**src/rtl/mdu_issue.sv**
```systemverilog
// Issue stage for the iterative HI/LO multiply/divide ALU: latches operands, stalls EX,
// serialises MTHI/MTLO writes, returns MFHI/MFLO. Optional feature macro: MDU_DIV0_BYPASS_EN.
`ifndef W_FUNC
`define W_FUNC 2
`endif
`ifndef FUNC_IDLE
`define FUNC_IDLE 2'd0
`endif
`ifndef FUNC_MUL
`define FUNC_MUL 2'd1
`endif
`ifndef FUNC_DIV
`define FUNC_DIV 2'd2
`endif

module mdu_issue #(
  parameter int TIMEOUT = 80
) (
  input  logic                clk,
  input  logic                rst,
  input  logic                req_valid,
  input  logic [2:0]          req_op,
  input  logic [31:0]         req_a,
  input  logic [31:0]         req_b,
  input  logic                pipe_flush,
  input  logic                pipe_stall,
  output logic                ex_stall,
  output logic [31:0]         rd_data,
  output logic                timeout_err,
  output logic [`W_FUNC-1:0]  alu_func,
  output logic                alu_sign,
  output logic [31:0]         alu_a,
  output logic [31:0]         alu_b,
  output logic                alu_flush,
  output logic                alu_hold,
  input  logic                alu_busy,
  input  logic [31:0]         hi_in,
  input  logic [31:0]         lo_in,
  output logic                hi_we,
  output logic                lo_we,
  output logic [31:0]         hi_wd,
  output logic [31:0]         lo_wd
);
  localparam int CW = (TIMEOUT > 1) ? $clog2(TIMEOUT + 1) : 1;
  localparam logic [`W_FUNC-1:0] F_IDLE = `FUNC_IDLE;
  localparam logic [`W_FUNC-1:0] F_MUL  = `FUNC_MUL;
  localparam logic [`W_FUNC-1:0] F_DIV  = `FUNC_DIV;

  typedef enum logic [1:0] {IDLE, BUSY, DONE, WLO} state_t;

  state_t              state_q, state_d;
  logic [`W_FUNC-1:0]  func_q, func_d;
  logic                sign_q, sign_d;
  logic [31:0]         a_q, a_d, b_q, b_d;
  logic [CW-1:0]       tmo_q, tmo_d;
  logic                first_q, first_d;
  logic                byp_done_q, byp_done_d;
  logic                accept, div0, start, alu_done, tmo_hit, mt_ok;

  // byp_done keeps the already-serviced divide-by-zero from re-issuing while EX still holds it
  assign accept = (state_q == IDLE) && req_valid && !pipe_flush && !req_op[2] && !byp_done_q;
`ifdef MDU_DIV0_BYPASS_EN
  assign div0       = accept && req_op[1] && (req_b == 32'd0);
  assign byp_done_d = ((state_q == WLO) && !pipe_flush) || (byp_done_q && pipe_stall && !pipe_flush);
`else
  assign div0       = 1'b0;
  assign byp_done_d = 1'b0;
`endif
  assign start    = accept && !div0;
  // alu_busy is registered in the ALU, so it is meaningless in the first BUSY cycle
  assign alu_done = (state_q == BUSY) && !first_q && !alu_busy;
  assign tmo_hit  = (TIMEOUT != 0) && (state_q == BUSY) && !alu_done && (tmo_q == CW'(TIMEOUT - 1));
  assign mt_ok    = (state_q == IDLE) && req_valid && !pipe_stall && !pipe_flush;

  always_ff @(posedge clk) begin
    if (rst) begin
      state_q    <= IDLE;
      func_q     <= F_IDLE;
      sign_q     <= 1'b0;
      a_q        <= '0;
      b_q        <= '0;
      tmo_q      <= '0;
      first_q    <= 1'b0;
      byp_done_q <= 1'b0;
    end else begin
      state_q    <= state_d;
      func_q     <= func_d;
      sign_q     <= sign_d;
      a_q        <= a_d;
      b_q        <= b_d;
      tmo_q      <= tmo_d;
      first_q    <= first_d;
      byp_done_q <= byp_done_d;
    end
  end

  always_comb begin
    state_d = state_q;
    func_d  = func_q;
    sign_d  = sign_q;
    a_d     = a_q;
    b_d     = b_q;
    tmo_d   = '0;
    first_d = 1'b0;
    case (state_q)
      IDLE: begin
        if (div0) begin
          state_d = WLO;
        end else if (start) begin
          state_d = BUSY;
          func_d  = req_op[1] ? F_DIV : F_MUL;
          sign_d  = ~req_op[0];
          a_d     = req_a;
          b_d     = req_b;
          first_d = 1'b1;
        end
      end
      BUSY: begin
        tmo_d = tmo_q + CW'(1);
        if (alu_done) begin
          state_d = DONE;
        end else if (tmo_hit) begin
          state_d = IDLE;
          func_d  = F_IDLE;
        end
      end
      DONE: begin
        if (!pipe_stall) begin
          state_d = IDLE;
          func_d  = F_IDLE;
        end
      end
      WLO:     state_d = IDLE;
      default: state_d = IDLE;
    endcase
    if (pipe_flush) begin
      state_d = IDLE;
      func_d  = F_IDLE;
      tmo_d   = '0;
      first_d = 1'b0;
    end
  end

  always_comb begin
    ex_stall    = accept || (state_q == BUSY) || (state_q == WLO);
    hi_we       = !pipe_flush && (div0 || (mt_ok && (req_op == 3'd4)));
    lo_we       = !pipe_flush && ((state_q == WLO) || (mt_ok && (req_op == 3'd5)));
    hi_wd       = req_a;
    lo_wd       = (state_q == WLO) ? 32'hFFFF_FFFF : req_a;
    alu_flush   = pipe_flush || tmo_hit;
    timeout_err = tmo_hit && !pipe_flush;
    alu_hold    = (state_q == DONE) && pipe_stall;
    case (req_op)
      3'd6:    rd_data = hi_in;
      3'd7:    rd_data = lo_in;
      default: rd_data = 32'd0;
    endcase
  end

  assign alu_func = func_q;
  assign alu_sign = sign_q;
  assign alu_a    = a_q;
  assign alu_b    = b_q;
endmodule
```
**config.mk**
```make
export PLATFORM = sky130hd
export DESIGN_NAME = mdu_issue
export DESIGN_NICKNAME = d
export VERILOG_FILES = /design/src/rtl/mdu_issue.sv
export SDC_FILE = /design/constraint.sdc
export NUM_CORES = 1
export LEC_CHECK = 0
export CORE_MARGIN = 8
export CORE_UTILIZATION = 35
export DETAILED_ROUTE_END_ITERATION = 7
export GPL_TIMING_DRIVEN = 0
export PLACE_DENSITY = 0.89
export SLEW_MARGIN = 20
export SYNTH_ARGS = -nofsm -noshare
export SYNTH_HDL_FRONTEND = slang
export SYNTH_SLANG_ARGS = --single-unit
```
**constraint.sdc**
```tcl
create_clock -name clk -period 4.9 [get_ports clk]
set_clock_uncertainty 0.2 [all_clocks]
set_input_delay 0.49 -clock clk [delete_from_list [all_inputs] [get_ports clk]]
set_output_delay 0.49 -clock clk [all_outputs]
set_load 0.02 [all_outputs]
```
==> reports/results.txt, run 1 <==
The run finished with clean final reports. For this block, the via count after detailed routing is 4373. Measured against its own limit, the worst slew margin works out to 65.1%.

The number of cells on the worst hold path was 1. The cell type with the largest total area after synthesis is sky130_fd_sc_hd__dfxtp_1. After legalization and detailed placement, the total HPWL measured 14100 microns. Counting the buffers created by CTS gives 9. The first detailed-routing pass ran for 5 iterations.

In the synthesized netlist the async set-or-reset flop fraction comes to 0%. The number of nets handed over by synthesis was 605. In this run the mean area of a mapped cell was 7.95 sq um. Setup total negative slack on the finished layout was measured at 0 ps.

The wire length per cell is 18.0 microns. For the clock sink count, the log shows 77. Main flop type after synthesis: sky130_fd_sc_hd__dfxtp_1.

Maximum clock frequency: 304 MHz. The clock period minus worst slack came out at 3290 ps. The number of max-cap violations was 0; the DRC violation count after routing was 0. Cell row count: 37.

The count of nets left with antenna violations once routing finished came out at 0. In this run the worst path has a maximum fanout of 10. VDD sags by at most 152 uV.

The register area share after synthesis was 41.9%. Most used cell along the critical path: sky130_fd_sc_hd__clkdlybuf4s50_1. Class of the tightest hold or removal check: reg2reg. In this run the cell area of the synthesized design comes to 3680 sq um. The tools report the wire length of the first global-routing pass as 25100 microns. The total count of hold-check failures in the final report was 0. Leaving out fill and tap cells, the most frequent cell in the layout is sky130_fd_sc_hd__clkdlybuf4s50_1. In the layout the commonest cells are sky130_fd_sc_hd__clkdlybuf4s50_1, sky130_fd_sc_hd__nand2_1, sky130_fd_sc_hd__dfxtp_1, sky130_fd_sc_hd__a21oi_1, sky130_fd_sc_hd__buf_4. The tools report the endpoint of the worst-slack reg-to-reg timing path as alu_a[23].

The final critical path takes up 67.1% of the cycle. The H-tree generated during clock tree synthesis spans 3 levels. The run gives 0 as the max-slew violation count. Summed over all cells, the static leakage comes to 2.72 nW.

The Yosys warning count was 0; the slack of the critical path was 1610 ps. Setup repair after global routing left no endpoint under its margin. The root buffer cell chosen for the clock tree is sky130_fd_sc_hd__clkbuf_8. For hold timing, the worst endpoint is tmo_q[0]. The number of flip-flops and latches in the synthesized netlist came out at 77. Synthesis produced a netlist whose cell count is 463.

The tools report the type of destination of the critical path as an output pin. TritonCTS built the clock tree. The starting utilization of the core area came out at 35.8%.

At the end of routability-driven placement, the weighted congestion stood at 0.813. Yosys attributes the largest share of cell area to sky130_fd_sc_hd__dfxtp_1, sky130_fd_sc_hd__nand2_1, sky130_fd_sc_hd__a21oi_1, sky130_fd_sc_hd__buf_4, sky130_fd_sc_hd__a22o_1. Critical-path cell with the highest stage delay: sky130_fd_sc_hd__clkdlybuf4s50_1. The die is 119 microns tall.

Including well taps, the total number of placed cells is 904. The number of flops mapped to enable cells by yosys is 0, and the post-cts repair resize count is 0. Start point of the worst min-delay path: tmo_q[0]. The top-level I/O count was 306; the number of buffers inserted for hold repair after clock tree synthesis was 0.

For the total global routing overflow, the log shows 0. The transition time of the tightest slew-check pin works out to 522 ps. Port buffering added 305 buffers. The netlist uses 38 different library cells.

After detailed routing, the total wire length is 16500 microns. The detailed-route vias per instance was 4.75. The worst setup slack before clock tree synthesis is 1570 ps, and the portion of synthesized cell area occupied by the leading cell type is 41.9%. The kind of launch point of the worst setup path was an input port. For the worst flop-to-flop path, the logic depth is 8.

The clock passes through at most 2 buffers. The run gives 22.4% as the total global routing track utilization. The tools report the launching point of the worst reg2reg path as state_q[1]. The tools report the initial antenna violation count as 1. In this run the standard cell core region covers 10300 sq um. Data arrives at the worst endpoint at 2600 ps. Traced cell by cell, the critical path runs through clkdlybuf4s50_1 > and3_1 > clkbuf_1 > buf_2 > a22o_1 > clkdlybuf4s50_1.

The delay of the slowest cell on the worst path is 660 ps. Setup violations remaining at the end of the flow were counted as 0. At the later pin of the worst-skew pair, clock insertion delay measures 340 ps. Floorplan die area: 14100 sq um.

The number of setup buffers added after CTS is 0. The internal reg-to-reg setup slack was 2950 ps; the number of nets at the end of the flow was 921. In this run, the number of DRC markers left after iteration 0 of detailed routing was 190. Entering global routing, the biggest net connects 14 pins. The kind of critical path is in2out.

Measured along the x axis, the die boundary spans 119 microns. The required time at the worst-slack endpoint is 4210 ps. Power spread over the standard cell area amounts to 229 nW/um^2. Of the cells placed in the final design, the portion with a size suffix greater than 1 is 13.3%.

The tools report the number of non-filler instances in the completed layout as 921. The via count of the first global-routing pass is 4614, and the area growth from synthesis to final layout is 93.7%. Clock-pin slew was measured on the worst setup and hold paths at 90 ps.
[cells in the mapped netlist (2+ instances only)]
master,n
sky130_fd_sc_hd__nand2_1,136
sky130_fd_sc_hd__xnor2_1,2
sky130_fd_sc_hd__dfxtp_1,77
sky130_fd_sc_hd__nor2_1,14
sky130_fd_sc_hd__a21oi_1,66
sky130_fd_sc_hd__and3_1,2
sky130_fd_sc_hd__xor2_1,2
sky130_fd_sc_hd__nor3_1,2
sky130_fd_sc_hd__buf_4,39
sky130_fd_sc_hd__ha_1,5
sky130_fd_sc_hd__clkbuf_1,14
sky130_fd_sc_hd__o21ai_1,2
sky130_fd_sc_hd__or2_2,32
sky130_fd_sc_hd__or3_1,3
sky130_fd_sc_hd__a22o_1,32
sky130_fd_sc_hd__buf_2,10
sky130_fd_sc_hd__o21ai_0,2
sky130_fd_sc_hd__inv_1,2
sky130_fd_sc_hd__mux2i_1,2
[logic make-up (layout without fill, tap and decap cells)]
group,Yosys count,in the layout,share of synthesized area [%]
muxes,2,2,0.544
xor gates and xnor gates,4,4,0.952
DFF,77,77,41.9
and+or+nand+nor,202,202,25.0
buffers and inverters,65,386,10.9
other,0,1,0
AOI/OAI and AO/OA,108,108,19.0
adders and majority gates,5,5,1.70
[critical path: cells and delay by family]
family | cells | cell delay [ps]
AOI/OAI and AO/OA | 1 | 170
buffers and inverters | 4 | 1740
and+or+nand+nor | 1 | 200
[layout make-up]
class,count,area (sq um)
fill,813,3150
timing repair buffer,305,3050
multi-input combinational,321,1740
sequential,77,1540
buffer,63,395
tap,136,170
clock buffer,10,138
clock inverter,6,86.3
inverter,2,7.51
antenna,1,2.50
[worst max-delay path by stage]
stage	start	slack, ps	cells after the start	endpoint
global placement	req_op[0]	1610	6	rd_data[4]
floorplan	tmo_q[0]	2670	4	timeout_err
global route	req_op[0]	1470	6	rd_data[4]
CTS	req_op[0]	1560	6	rd_data[20]
finish	req_op[0]	1610	6	rd_data[20]
detailed placement	req_op[0]	1570	6	rd_data[20]
[stage by stage]
step           hold WS, ps  util, %  total power (W)  instance area (sq um)
3_3_place_gp           231     67.2          0.00110                   6900
4_1_cts                255     69.3          0.00165                   7130
5_1_grt                276     69.4          0.00169                   7130
6_report               251     69.4          0.00163                   7130
3_5_place_dp           239     67.2          0.00111                   6900
2_1_floorplan          218        -         0.000847                   3680
[power breakdown]
group / internal [W] / total [W] / switching, W
combinational: 0.000249 / 0.000442 / 0.000193
sequential: 0.000644 / 0.000654 / 0.00000956
clock: 0.000300 / 0.000536 / 0.000236
total: 0.00119 / 0.00163 / 0.000439
[routing by layer]
metal  vias to the layer above  routed length [microns]  GRT usage [%]
li1                       2134                        -              -
met3                        26                     1520           8.85
met1                      1991                     5850           21.5
met4                         0                      540           9.17
met2                       222                     8630           41.8
met5                         -                        0              0
[sequential cells by signal, indices dropped and copies added, names as in the netlist]
register,flops
alu_b,32
tmo_q,7
state_q,2
alu_a,32
first_q,1
alu_func,2
alu_sign,1
No activity file was read; power rests on OpenSTA's default activity.
==> run 2, diff against run 1 <==
- CORE_UTILIZATION: 35 -> 33
- PLACE_DENSITY: 0.89 -> 0.85
- clock period: 4.9 -> 3.37 ns (I/O delays scaled with it)
==> reports/results.txt, run 2 (same netlist as run 1, synthesis figures left out) <==
The run finished with clean final reports. The slack of the critical path came out at 427 ps (was 1610 ps). Clock latency reported for the late side of the worst-skew pair: 350 ps (was 340 ps). For the total routed wirelength, the log shows 16900 microns (was 16500 microns).

Required time at the worst-slack endpoint: 2830 ps (was 4210 ps). The initial antenna violation count came out at 0 (was 1). The tools report the worst-case hold slack as 253 ps (was 251 ps). The total core area is 10800 sq um (was 10300 sq um). Clock tree root driver cell: sky130_fd_sc_hd__clkbuf_8 (unchanged). The placed cell count was 908 (was 904); the sequential standard cell area was 1540 sq um (unchanged). The wire length per cell came out at 18.3 microns (was 18.0 microns).

The number of nets at the end of the flow was 921 (unchanged). The run gives 9 (unchanged) as the number of buffers created by CTS. Setup repair after global routing left no endpoint under its margin.

The tools report the total global routing track utilization as 21.4% (was 22.4%). The post-cts repair resize count was 0 (unchanged); the wire length of the first global-routing pass was 24800 microns (was 25100 microns). The data arrival time of the worst path is 2410 ps (was 2600 ps).

The reported leakage power came out at 2.72 nW (about the same). Timing would allow up to 340 MHz. The class of the tightest hold or removal check was reg2reg (unchanged). The violation count after the first detailed-route iteration was 170 (was 190); the clock period minus worst slack was 2940 ps.

The run gives 0 (was 1) as the diode insertion count for antenna repair. The via count of the first global-routing pass was 4573 (was 4614). The placer congestion estimate is 0.844 (was 0.813), and the area of placed instances is 6910 sq um (was 6900 sq um). Number of non-filler instances in the completed layout: 924 (was 921). Floorplan die area: 14800 sq um (was 14100 sq um). The run gives 0 (unchanged) as the max-slew violation count. The floorplan die height works out to 122 microns (was 119 microns). The most common cell after layout, fill and taps aside was sky130_fd_sc_hd__clkdlybuf4s50_1 (unchanged). The final worst-path cycle share was 87.3%. TritonCTS built the clock tree. Overall die width: 122 microns (was 119 microns).

Final antenna-violating net count: 0 (unchanged). The H-tree level count was 3 (unchanged). The run gives 0 (unchanged) as the number of buffers inserted for hold repair after clock tree synthesis. The cell row count is 38 (was 37), and the via count of the routed design is 4417 (was 4373). For the DRC violation count after routing, the log shows 0 (unchanged). Buffers inserted during post-CTS setup optimization: 0 (unchanged). The largest fanout of any net on the critical path is 4 (was 10). The run gives 64.3% (was 65.1%) as the normalized max-slew margin. The run gives 0 (unchanged) as the setup-violating endpoint count in the final report. The peak supply drop is 182 uV (was 152 uV), and the transition time of the tightest slew-check pin is 534 ps (was 522 ps).

The half-perimeter wire length of the detailed placement result is 14200 microns (was 14100 microns). The setup TNS after final layout is 0 ps (unchanged), and the final design instance area without fill is 7140 sq um (was 7130 sq um). The clock sink count came out at 77 (unchanged).

The first-pass iteration count of the detailed router was 4 (was 5); the fraction of layout cells with a size suffix above 1 was 13.3% (unchanged). The area growth from synthesis to final layout was 94.0% (was 93.7%); the clock-pin slew on the worst setup and hold paths was 90 ps (about the same). Top library cells by usage in the layout, fill and taps aside: sky130_fd_sc_hd__clkdlybuf4s50_1, sky130_fd_sc_hd__nand2_1, sky130_fd_sc_hd__dfxtp_1, sky130_fd_sc_hd__a21oi_1, sky130_fd_sc_hd__buf_4 (unchanged).

The kind of launch point of the worst setup path is a flop (was an input port). The total area of multi-input combinational cells came out at 1740 sq um (unchanged). The run gives 0 (unchanged) as the total global routing overflow. The run gives 15 (was 14) as the maximum number of pins on one net before global-route repair. The number of port buffers works out to 305 (unchanged). The number of max-cap violations came out at 0 (unchanged). The total count of hold-check failures in the final report was 0 (unchanged). The kind of critical path is reg2out (was in2out). The logs give 427 ps (was 1570 ps) for the worst setup slack before clock tree synthesis and 906 (was 813) for the filler cell count. The run gives 2 (unchanged) as the maximum clock path buffer count. The type of destination of the critical path is an output pin (unchanged).

The top-level I/O count is 306 (unchanged). The starting utilization of the core area was 33.9% (was 35.8%); the detailed-route vias per instance was 4.78 (was 4.75). The power density of the placed cells is 336 nW/um^2 (was 229 nW/um^2).
[run 2: cell count changes in the layout (fill, tap and decap cells not counted)]
cell	change
sky130_fd_sc_hd__diode_2	-1
sky130_fd_sc_hd__clkinv_2	-2
sky130_fd_sc_hd__inv_6	+2
[run 2: final timing paths]
path | start | to | slack, ps | cells past startpoint
setup / recovery | state_q[0] | lo_we | 430 | 7
hold / removal | tmo_q[0] | tmo_q[0] | 250 | 1
setup reg to reg | state_q[0] | alu_a[31] | 1310 | 7
hold reg to reg | tmo_q[0] | tmo_q[0] | 250 | 1
[run 2: layout make-up]
class	count	share of cell area (%)
buffer	63	5.54
clock buffer	10	1.93
clock inverter	6	1.31
inverter	2	0.105
multi-input combinational	321	24.3
sequential	77	21.6
tap	140	2.45
timing repair buffer	305	42.8
[run 2: per-stage QoR]
stage	util (%)	power, W
floorplan	-	0.00123
global placement	63.7	0.00161
detailed placement	63.7	0.00162
CTS	65.9	0.00242
global route	65.9	0.00250
finish	65.9	0.00240
[run 2: metal layers]
layer,vias up,track usage (%),share of wire [%]
met5,-,0,0
met4,0,7.86,2.6
met3,33,7.77,10
met2,244,40.4,52
met1,1999,20.8,35
li1,2141,-,-
[run 2: critical path: stages (launching register included)]
cell,delay [ps]
sky130_fd_sc_hd__dfxtp_1,350
sky130_fd_sc_hd__inv_1,100
sky130_fd_sc_hd__ha_1,270
sky130_fd_sc_hd__nand3b_4,100
sky130_fd_sc_hd__nor4b_1,370
sky130_fd_sc_hd__a21oi_1,120
sky130_fd_sc_hd__nor2_1,110
sky130_fd_sc_hd__clkdlybuf4s50_1,640
[run 2: report_power, final]
part	internal, W	switching, W
Sequential	0.000936	0.0000138
Combinational	0.000361	0.000283
Clock	0.000444	0.000360
==> run 3, diff against run 2 <==
- PLACE_DENSITY: 0.85 -> 0.81
==> reports/results.txt, run 3 (same netlist as run 1, synthesis figures left out) <==
The run gives 0 (unchanged) as the DRC violation count after routing. The tools report the internal reg-to-reg setup slack as 1430 ps (was 1310 ps). The total count of hold-check failures in the final report is 0 (unchanged), and the floorplan die area is 14800 sq um (unchanged). The final antenna-violating net count is 0 (unchanged). The cell row count was 38 (unchanged); the diode insertion count for antenna repair was 0 (unchanged). The wire length of the first global-routing pass was 23700 microns (was 24800 microns); the starting utilization of the core area was 33.9% (unchanged). Critical-path cell with the highest stage delay: sky130_fd_sc_hd__clkdlybuf4s50_1 (unchanged). The kind of launch point of the worst setup path was a flop (unchanged). The total global routing overflow was 0 (unchanged); the wire length per cell was 17.8 microns (was 18.3 microns). The tools report the total global routing track utilization as 20.7% (was 21.4%). Setup repair after global routing left no endpoint under its margin. The transition time of the tightest slew-check pin is 554 ps (was 534 ps), and the clock latency reported for the late side of the worst-skew pair is 340 ps (was 350 ps). The via count of the first global-routing pass is 4486 (was 4573), and the number of port buffers is 305 (unchanged). The buffers inserted during post-CTS setup optimization came out at 0 (unchanged). Top library cells by usage in the layout, fill and taps aside: sky130_fd_sc_hd__clkdlybuf4s50_1, sky130_fd_sc_hd__nand2_1, sky130_fd_sc_hd__dfxtp_1, sky130_fd_sc_hd__a21oi_1, sky130_fd_sc_hd__buf_4 (unchanged). For the number of max-cap violations, the log shows 0 (unchanged). The half-perimeter wire length of the detailed placement result came out at 13700 microns (was 14200 microns). TritonCTS built the clock tree.

Delay of the slowest cell on the worst path: 630 ps (was 640 ps). The launching point of the worst reg2reg path is state_q[1] (was state_q[0]). Start point of the worst min-delay path: tmo_q[0] (unchanged). The required time at the worst-slack endpoint was 2830 ps (about the same); the number of cells on the worst hold path was 1 (unchanged). The run gives 0 (unchanged) as the setup-violating endpoint count in the final report.

The kind of critical path was reg2out (unchanged). The tools report the clock tree root driver cell as sky130_fd_sc_hd__clkbuf_8 (unchanged). Destination of the worst hold path: tmo_q[0] (unchanged). The type of destination of the critical path is an output pin (unchanged).

The logs give 923 (was 924) for the number of non-filler instances in the completed layout and 431 ps (was 427 ps) for the worst setup slack before clock tree synthesis. The final worst-path cycle share came out at 87.3% (about the same). The number of cells traversed by the worst register-to-register path was 7 (unchanged). Max-slew violation count: 0 (unchanged).

The routing usage on met2 was 40.5% (was 40.4%). The top-level I/O count was 306 (unchanged); the total routed wirelength was 16400 microns (was 16900 microns). The run gives 62.9% (was 64.3%) as the normalized max-slew margin. The global-route met3 utilization is 8.05% (was 7.77%).

The clock-pin slew on the worst setup and hold paths works out to 70 ps (was 90 ps). The run gives 4398 (was 4417) as the via count of the routed design. The placed cell count came out at 908 (unchanged).

Most common cell after layout, fill and taps aside: sky130_fd_sc_hd__clkdlybuf4s50_1 (unchanged). The tools report the peak supply drop as 176 uV (was 182 uV). Ordered cell list for the critical path: ha_1 > clkbuf_1 > or2_2 > clkdlybuf4s50_1 (was inv_1 > ha_1 > nand3b_4 > nor4b_1 > a21oi_1 > nor2_1 > clkdlybuf4s50_1).

The post-cts repair resize count came out at 0 (unchanged). For the maximum number of pins on one net before global-route repair, the log shows 13 (was 15). Class of the tightest hold or removal check: reg2reg (unchanged).

The fraction of layout cells with a size suffix above 1 was 13.0% (was 13.3%). The total core area was 10800 sq um (unchanged). The violation count after the first detailed-route iteration came out at 208 (was 170).

For the clock sink count, the log shows 77 (unchanged). The area growth from synthesis to final layout came out at 93.2% (was 94.0%). The number of buffers inserted for hold repair after clock tree synthesis came out at 0 (unchanged). The placer congestion estimate is 0.793 (was 0.844).

The run finished with clean final reports. The run gives 9 (unchanged) as the number of buffers created by CTS. The initial antenna violation count was 0 (unchanged). The overall die width works out to 122 microns (unchanged). The endpoint of the worst-slack reg-to-reg timing path was alu_b[26] (was alu_a[31]). The H-tree level count is 3 (unchanged), and the first-pass iteration count of the detailed router is 4 (unchanged).

The maximum clock frequency is 340 MHz (about the same). The maximum clock path buffer count was 2 (unchanged). The tools report the data arrival time of the worst path as 2410 ps (about the same). The reported leakage power was 2.70 nW (was 2.72 nW). The number of nets at the end of the flow came out at 921 (unchanged). The met1 global-route usage was 18.8% (was 20.8%). The power density of the placed cells is 324 nW/um^2 (was 336 nW/um^2), and the setup TNS after final layout is 0 ps (unchanged). Global routing's busiest layer: met2 (unchanged). The largest fanout of any net on the critical path came out at 10 (was 4).

Slack of the critical path: 428 ps (was 427 ps). The clock period minus worst slack was 2940 ps (about the same). The detailed-route vias per instance is 4.76 (was 4.78). The startpoint of the worst setup timing path is state_q[1] (was state_q[0]).

Floorplan die height: 122 microns (unchanged).
-- run 3: cell count changes in the layout (fill, tap and decap cells not counted) --
cell and change:
sky130_fd_sc_hd__inv_6 -2, sky130_fd_sc_hd__bufinv_16 -1, sky130_fd_sc_hd__clkbuf_1 +1, sky130_fd_sc_hd__clkbuf_8 +1
sky130_fd_sc_hd__clkinv_4 -1, sky130_fd_sc_hd__clkinvlp_4 +1
-- run 3: worst max path at each step --
stage / end / slack (ps) / depth (start not counted)
6_report: lo_wd[21] / 430 / 4
5_1_grt: lo_wd[13] / 280 / 4
4_1_cts: lo_wd[21] / 370 / 4
3_5_place_dp: rd_data[30] / 430 / 6
3_3_place_gp: rd_data[5] / 440 / 6
2_1_floorplan: timeout_err / 1290 / 4
-- run 3: where the power goes --
| part | total (W) | leakage (nW) | internal (W) | switching (W) |
|---|---|---|---|---|
| Sequential | 0.000950 | 0.625 | 0.000937 | 0.0000140 |
| Combinational | 0.000642 | 1.98 | 0.000361 | 0.000281 |
| Clock | 0.000713 | 0.0947 | 0.000379 | 0.000334 |
| Total | 0.00231 | 2.70 | 0.00168 | 0.000629 |
-- run 3: worst max-delay path, delay by kind of cell (launching register included) --
kind          cells  cell delay, ps
fa+ha+maj         1             430
buf+inv           2            1030
flops             1             410
simple gates      1             180
-- run 3: area by class of cell --
cell class	count	area, sq um
tap	140	175
buffer	63	395
inverter	2	7.51
timing repair buffer	305	3050
multi-input combinational	321	1740
clock buffer	12	155
clock inverter	3	45.0
sequential	77	1540
fill	920	3730
-- run 3: metrics by stage --
stage / cell area (sq um) / util [%] / hold slack (ps) / total power (W)
after floorplan: 3680 / - / 218 / 0.00123
after global placement: 6910 / 63.7 / 230 / 0.00161
after detailed placement: 6910 / 63.7 / 239 / 0.00162
after CTS: 7110 / 65.6 / 252 / 0.00233
after global routing: 7110 / 65.6 / 275 / 0.00241
final: 7110 / 65.6 / 253 / 0.00231
-- run 3: metal layers --
metal,part of all wire (%),vias up
met1,34,2043
met3,10,19
met4,2.0,0
li1,-,2134
met5,0,-
met2,54,202
